===== config.mk =====
export PLATFORM = sky130hd
export DESIGN_NAME = memtile_cfg_loader
export DESIGN_NICKNAME = d
export VERILOG_FILES = /design/src/rtl/memtile_cfg_loader.sv
export SDC_FILE = /design/constraint.sdc
export NUM_CORES = 1
export LEC_CHECK = 0
export CAP_MARGIN = 40
export CORE_UTILIZATION = 23
export DETAILED_ROUTE_END_ITERATION = 10
export PLACE_DENSITY = 0.8
export SLEW_MARGIN = 10
export SYNTH_ARGS = -nofsm -noshare
export SYNTH_HDL_FRONTEND = slang
export SYNTH_SLANG_ARGS = --single-unit

===== constraint.sdc =====
create_clock -name clk -period 1.45 [get_ports clk]
set_clock_uncertainty 0.1 [all_clocks]
set_input_delay 0.3625 -clock clk [delete_from_list [all_inputs] [get_ports clk]]
set_output_delay 0.3625 -clock clk [all_outputs]
set_load 0.02 [all_outputs]

===== src/rtl/memtile_cfg_loader.sv =====
// Walks a ROM register table into a memtile config port, then pulses flush and reports done.
// Define MEMTILE_CFG_READBACK_EN to read back and verify every written register.
//
// state  | meaning
// IDLE   | waiting for start
// FETCH  | ROM read of entry idx
// WRITE  | config write of entry idx, addr/data taken straight from the ROM
// READ   | config read of entry idx (readback build only)
// CHECK  | compare tile read data with the written data (readback build only)
// FLUSH  | flush held high for FLUSH_CYCLES cycles
// DONE   | load complete; start re-runs the sequence
module memtile_cfg_loader #(
  parameter int NUM_ENTRIES  = 24,
  parameter int IDX_W        = 5,
  parameter int FLUSH_CYCLES = 2
) (
  input  logic             clk,
  input  logic             rst,
  input  logic             start,
  output logic             busy,
  output logic             done,
  output logic             rom_en,
  output logic [IDX_W-1:0] rom_idx,
  input  logic [7:0]       rom_addr,
  input  logic [31:0]      rom_data,
  output logic             config_en,
  output logic             config_write,
  output logic             config_read,
  output logic [7:0]       config_addr_in,
  output logic [31:0]      config_data_in,
  input  logic [31:0]      config_data_out,
  output logic             flush,
  output logic             cfg_err,
  output logic [IDX_W-1:0] err_idx
);

  localparam int FC_W = (FLUSH_CYCLES > 1) ? $clog2(FLUSH_CYCLES) : 1;
  localparam logic [IDX_W-1:0] LAST_IDX = IDX_W'((NUM_ENTRIES == 0) ? 0 : NUM_ENTRIES - 1);

  typedef enum logic [2:0] {
    S_IDLE  = 3'd0,
    S_FETCH = 3'd1,
    S_WRITE = 3'd2,
`ifdef MEMTILE_CFG_READBACK_EN
    S_READ  = 3'd3,
    S_CHECK = 3'd4,
`endif
    S_FLUSH = 3'd5,
    S_DONE  = 3'd6
  } state_t;

  state_t            state;
  logic [IDX_W-1:0]  idx;
  logic [FC_W-1:0]   fcnt;
  logic              wr_q;
  logic              rd_q;

`ifdef MEMTILE_CFG_READBACK_EN
  logic [7:0]        addr_q;
  logic [31:0]       data_q;
  logic              err_q;
  logic [IDX_W-1:0]  err_idx_q;
`endif

  always_ff @(posedge clk or posedge rst) begin
    if (rst) begin
      state  <= S_IDLE;
      idx    <= '0;
      fcnt   <= '0;
      busy   <= 1'b0;
      done   <= 1'b0;
      rom_en <= 1'b0;
      wr_q   <= 1'b0;
      rd_q   <= 1'b0;
      flush  <= 1'b0;
`ifdef MEMTILE_CFG_READBACK_EN
      addr_q    <= '0;
      data_q    <= '0;
      err_q     <= 1'b0;
      err_idx_q <= '0;
`endif
    end else begin
      rom_en <= 1'b0;
      wr_q   <= 1'b0;
      rd_q   <= 1'b0;
      flush  <= 1'b0;
      case (state)
        S_IDLE, S_DONE: begin
          if (start) begin
            idx  <= '0;
            busy <= 1'b1;
            done <= 1'b0;
`ifdef MEMTILE_CFG_READBACK_EN
            err_q     <= 1'b0;
            err_idx_q <= '0;
`endif
            if (NUM_ENTRIES == 0) begin
              state <= S_FLUSH;
              flush <= 1'b1;
              fcnt  <= FC_W'(FLUSH_CYCLES - 1);
            end else begin
              state  <= S_FETCH;
              rom_en <= 1'b1;
            end
          end
        end
        S_FETCH: begin
          state <= S_WRITE;
          wr_q  <= 1'b1;
        end
        S_WRITE: begin
`ifdef MEMTILE_CFG_READBACK_EN
          addr_q <= rom_addr;
          data_q <= rom_data;
          state  <= S_READ;
          rd_q   <= 1'b1;
        end
        S_READ: begin
          state <= S_CHECK;
        end
        S_CHECK: begin
          // Only the first mismatch is recorded; loading carries on regardless.
          if (config_data_out != data_q && !err_q) begin
            err_q     <= 1'b1;
            err_idx_q <= idx;
          end
`endif
          if (idx == LAST_IDX) begin
            state <= S_FLUSH;
            flush <= 1'b1;
            fcnt  <= FC_W'(FLUSH_CYCLES - 1);
          end else begin
            idx    <= idx + IDX_W'(1);
            state  <= S_FETCH;
            rom_en <= 1'b1;
          end
        end
        S_FLUSH: begin
          if (fcnt == '0) begin
            state <= S_DONE;
            done  <= 1'b1;
            busy  <= 1'b0;
          end else begin
            fcnt  <= fcnt - FC_W'(1);
            flush <= 1'b1;
          end
        end
        default: state <= S_IDLE;
      endcase
    end
  end

  assign rom_idx        = rom_en ? idx : '0;
  assign config_en      = wr_q | rd_q;
  assign config_write   = wr_q;
  assign config_read    = rd_q;
  assign config_data_in = wr_q ? rom_data : '0;

`ifdef MEMTILE_CFG_READBACK_EN
  assign config_addr_in = wr_q ? rom_addr : (rd_q ? addr_q : '0);
  assign cfg_err        = err_q;
  assign err_idx        = err_idx_q;
`else
  logic unused_rd_data;
  assign unused_rd_data = ^config_data_out;
  assign config_addr_in = wr_q ? rom_addr : '0;
  assign cfg_err        = 1'b0;
  assign err_idx        = '0;
`endif

endmodule


==> results.txt, run 1 <==
r2r setup slk: -70 ps
fmax: 0.612 GHz
ys async rst share: 100%
Post-synth EDFFs: 0
Area Growth Syn to Fin: 141%
clock period minus worst slack: 1630 ps
Ys Warns: 0
DRC viols: 0
vias in the first global route: 1245
Avg WL per Cell: 13.8 um
startpoint types: flip-flop
max-slew violations: 0
crit path cell chain: buf_6 > and2_4 > buf_6
drt first pass iters: 4
Max-cap violations: 0
first-pass GRT wire length: 5900 um
worst slack at placement: -582 ps
Die X: 69.7 um
ranking of synthesized cells by area: dfrtp_1 33%, and2_1 27%, buf_4 5.7%, nand3_1 3.3%, nand2_1 2.5%
violated checks: setup timing
leak pwr: 1.24 nW
diodes inserted: 0
fraction of layout cells with a size suffix above 1: 61.0%
final hold viol count: 0
Pwr Density: 1540 mW/mm2
CTS Buf Count: 3
crit-path max FO: 8
Nets: 323
IO Count: 133
area leader, netlist: dfrtp_1
total wire length: 4120 um
synthesized area per cell: 8.51 um2
fill count: 361
reg-to-reg startpoint: idx[0]$_DFFE_PP0P_
Via density: 4.45
critical path class: flip-flop to output pin
Max IR drop VDD: 0.869 mV
CP dominant cell by count: buf_6
CTS tree: done
Final setup viols: 48
Slowest cell on crit path: dfrtp_2
Post-synth top flop: dfrtp_1
post-synthesis sequential area ratio: 33.2%
reg2reg end: rom_en$_DFF_PP0_
largest net degree at the start of global routing: 15
Max clock buf depth: 2
DR vias: 1326
Finished Layout Cells: 298
Clock Latency Late Sink: 250 ps
Gate Count Post-Synth: 124
Unique masters post-synth: 32
FP Rows: 24
placed insts: 281
DIE AREA: 0.00486 mm2
post-route clock period utilization: 113%
Crit path required time: 990 ps
Port Buffers: 93
H-tree levels: 1
CP arrival: 1170 ps
Sink Count: 14
CTS Hold Buffers Added: 0
Detailed Route Iter0 Violations: 24
die height: 69.7 um
RSZ-0062 raised after global routing: yes
gr usage total: 15.4%
initial core utilization: 24.1%
FF-to-FF path depth: 5
core area: 0.00438 mm2
DP HPWL: 2830 um
Hold WS: 309 ps
Post-Syn Area: 0.00105 mm2
worst setup margin: -183 ps
CTS clk-pin slew, worst paths: 60 ps
#FFs+latches synth: 14
Crit. End Element: output pin
status: finished, violations left
Yosys top cell area share: 33.2%
root buffer cell: clkbuf_8
Antenna Nets Post-Route: 0
total gr overflow: 0
CP peak stage delay: 490 ps
Fin Setup TNS: -7450 ps
initial antenna violation count: 0
gpl congestion: 0.790
hold crit path type: input pin to asynchronous set/reset pin
## worst max-delay path by stage
stage,start,slack [ps],end
2_1_floorplan,state[2]$_DFFE_PP0P_,20,idx[4]$_DFFE_PP0P_
3_3_place_gp,rom_data[9],-580,config_data_in[9]
3_5_place_dp,rom_data[19],-580,config_data_in[19]
4_1_cts,config_write$_DFF_PP0_,-200,config_data_in[9]
5_1_grt,config_write$_DFF_PP0_,-220,config_data_in[9]
6_report,config_write$_DFF_PP0_,-180,config_data_in[9]
## worst max-delay path, delay by kind of cell (launching register included)
| family | cells | cell delay [ps] |
|---|---|---|
| buf+inv | 2 | 290 |
| simple gates | 1 | 140 |
| flops | 1 | 490 |
## flip-flops by register name, summed over array words and instances (netlist names)
| signal | cells |
|---|---|
| fcnt | 1 |
| idx | 5 |
| rom_en | 1 |
| done | 1 |
| busy | 1 |
| flush | 1 |
| state | 3 |
| config_write | 1 |
## report_power, final
part / total, mW / internal, mW / switching [mW]
clock network: 0.387 / 0.241 / 0.146
registers: 0.673 / 0.502 / 0.170
logic: 2.85 / 1.65 / 1.20
## stage by stage
step / power [mW] / instance area (um2) / utilization [%]
2_1_floorplan: 1.71 / 1080 / -
3_3_place_gp: 2.74 / 2140 / 48.8
3_5_place_dp: 2.77 / 2140 / 48.8
4_1_cts: 3.11 / 2100 / 47.9
5_1_grt: 4.10 / 2540 / 58.0
6_report: 3.91 / 2540 / 58.0
## routing by layer
layer / up-vias / GRT usage [%] / wire length [um]
li1: 632 / - / -
met1: 624 / 16.0 / 1400
met2: 66 / 31.1 / 2430
met3: 4 / 2.62 / 244
met4: 0 / 4.00 / 49
met5: - / 0 / 0
## layout by cell type, fill, tap and decap left out, types with 4 or more instances in the layout
master            n
clkdlybuf4s50_1  41
conb_1            7
buf_6            57
nand3_1           4
o21ai_1           5
nand2_1           6
and2_4           45
clkbuf_8          4
buf_4            23
dfrtp_1          11
## layout make-up
cell class	count	area, um2	area share (%)
Timing Repair Buffer	126	1270	49.9
Multi-Input combinational cell	99	790	31.0
Sequential cell	14	354	13.9
Tap cell	52	65.1	2.56
Clock buffer	4	55.1	2.16
Inverter	3	11.3	0.443
## kinds of logic after synthesis
group | Yosys count | share of synthesized area [%]
AO/OA/AOI/OAI | 14 | 9.61
XOR/XNOR | 1 | 0.831
adder cells (fa/ha/maj) | 1 | 1.19
buffers and inverters | 17 | 9.61
flip-flops | 14 | 33.2
multiplexers | 2 | 1.90
other | 1 | 0.356
AND/OR/NAND/NOR | 74 | 43.3
## Yosys cell counts, drive strengths merged, types with 2 or more instances
library cell,number
a21oi,2
and2,45
buf,9
clkbuf,5
dfrtp,14
inv,3
mux2i,2
nand2,7
nand2b,3
nand3,7
nand4b,2
nor2,4
nor3b,2
o21ai,5
## timing repair
item | CTS | global route
gates resized for setup | 224 | 137
hold endpoints to repair | 0 | 0
setup endpoints to repair | 59 | 57
pin swaps | 4 | 11
buffers inserted | 3 | 4
gates cloned | 5 | 1
(Power assumes the default switching activity.)
==> inputs of run 2 (changes only) <==
--- a/config.mk
+++ b/config.mk
@@ -9,7 +9,7 @@
 export CORE_UTILIZATION = 23
 export DETAILED_ROUTE_END_ITERATION = 10
 export PLACE_DENSITY = 0.8
-export SLEW_MARGIN = 10
+export SLEW_MARGIN = 20
 export SYNTH_ARGS = -nofsm -noshare
 export SYNTH_HDL_FRONTEND = slang
 export SYNTH_SLANG_ARGS = --single-unit
==> results of run 2 <==
Final layout, timing and power as in run 1 (identical DEF).
==> inputs of run 3 (changes only) <==
--- a/config.mk
+++ b/config.mk
@@ -5,6 +5,7 @@
 export SDC_FILE = /design/constraint.sdc
 export NUM_CORES = 1
 export LEC_CHECK = 0
+export ABC_CLOCK_PERIOD_IN_PS = 1450
 export CAP_MARGIN = 40
 export CORE_UTILIZATION = 23
 export DETAILED_ROUTE_END_ITERATION = 10
==> results of run 3 <==
Final layout, timing and power as in run 1 (identical DEF).
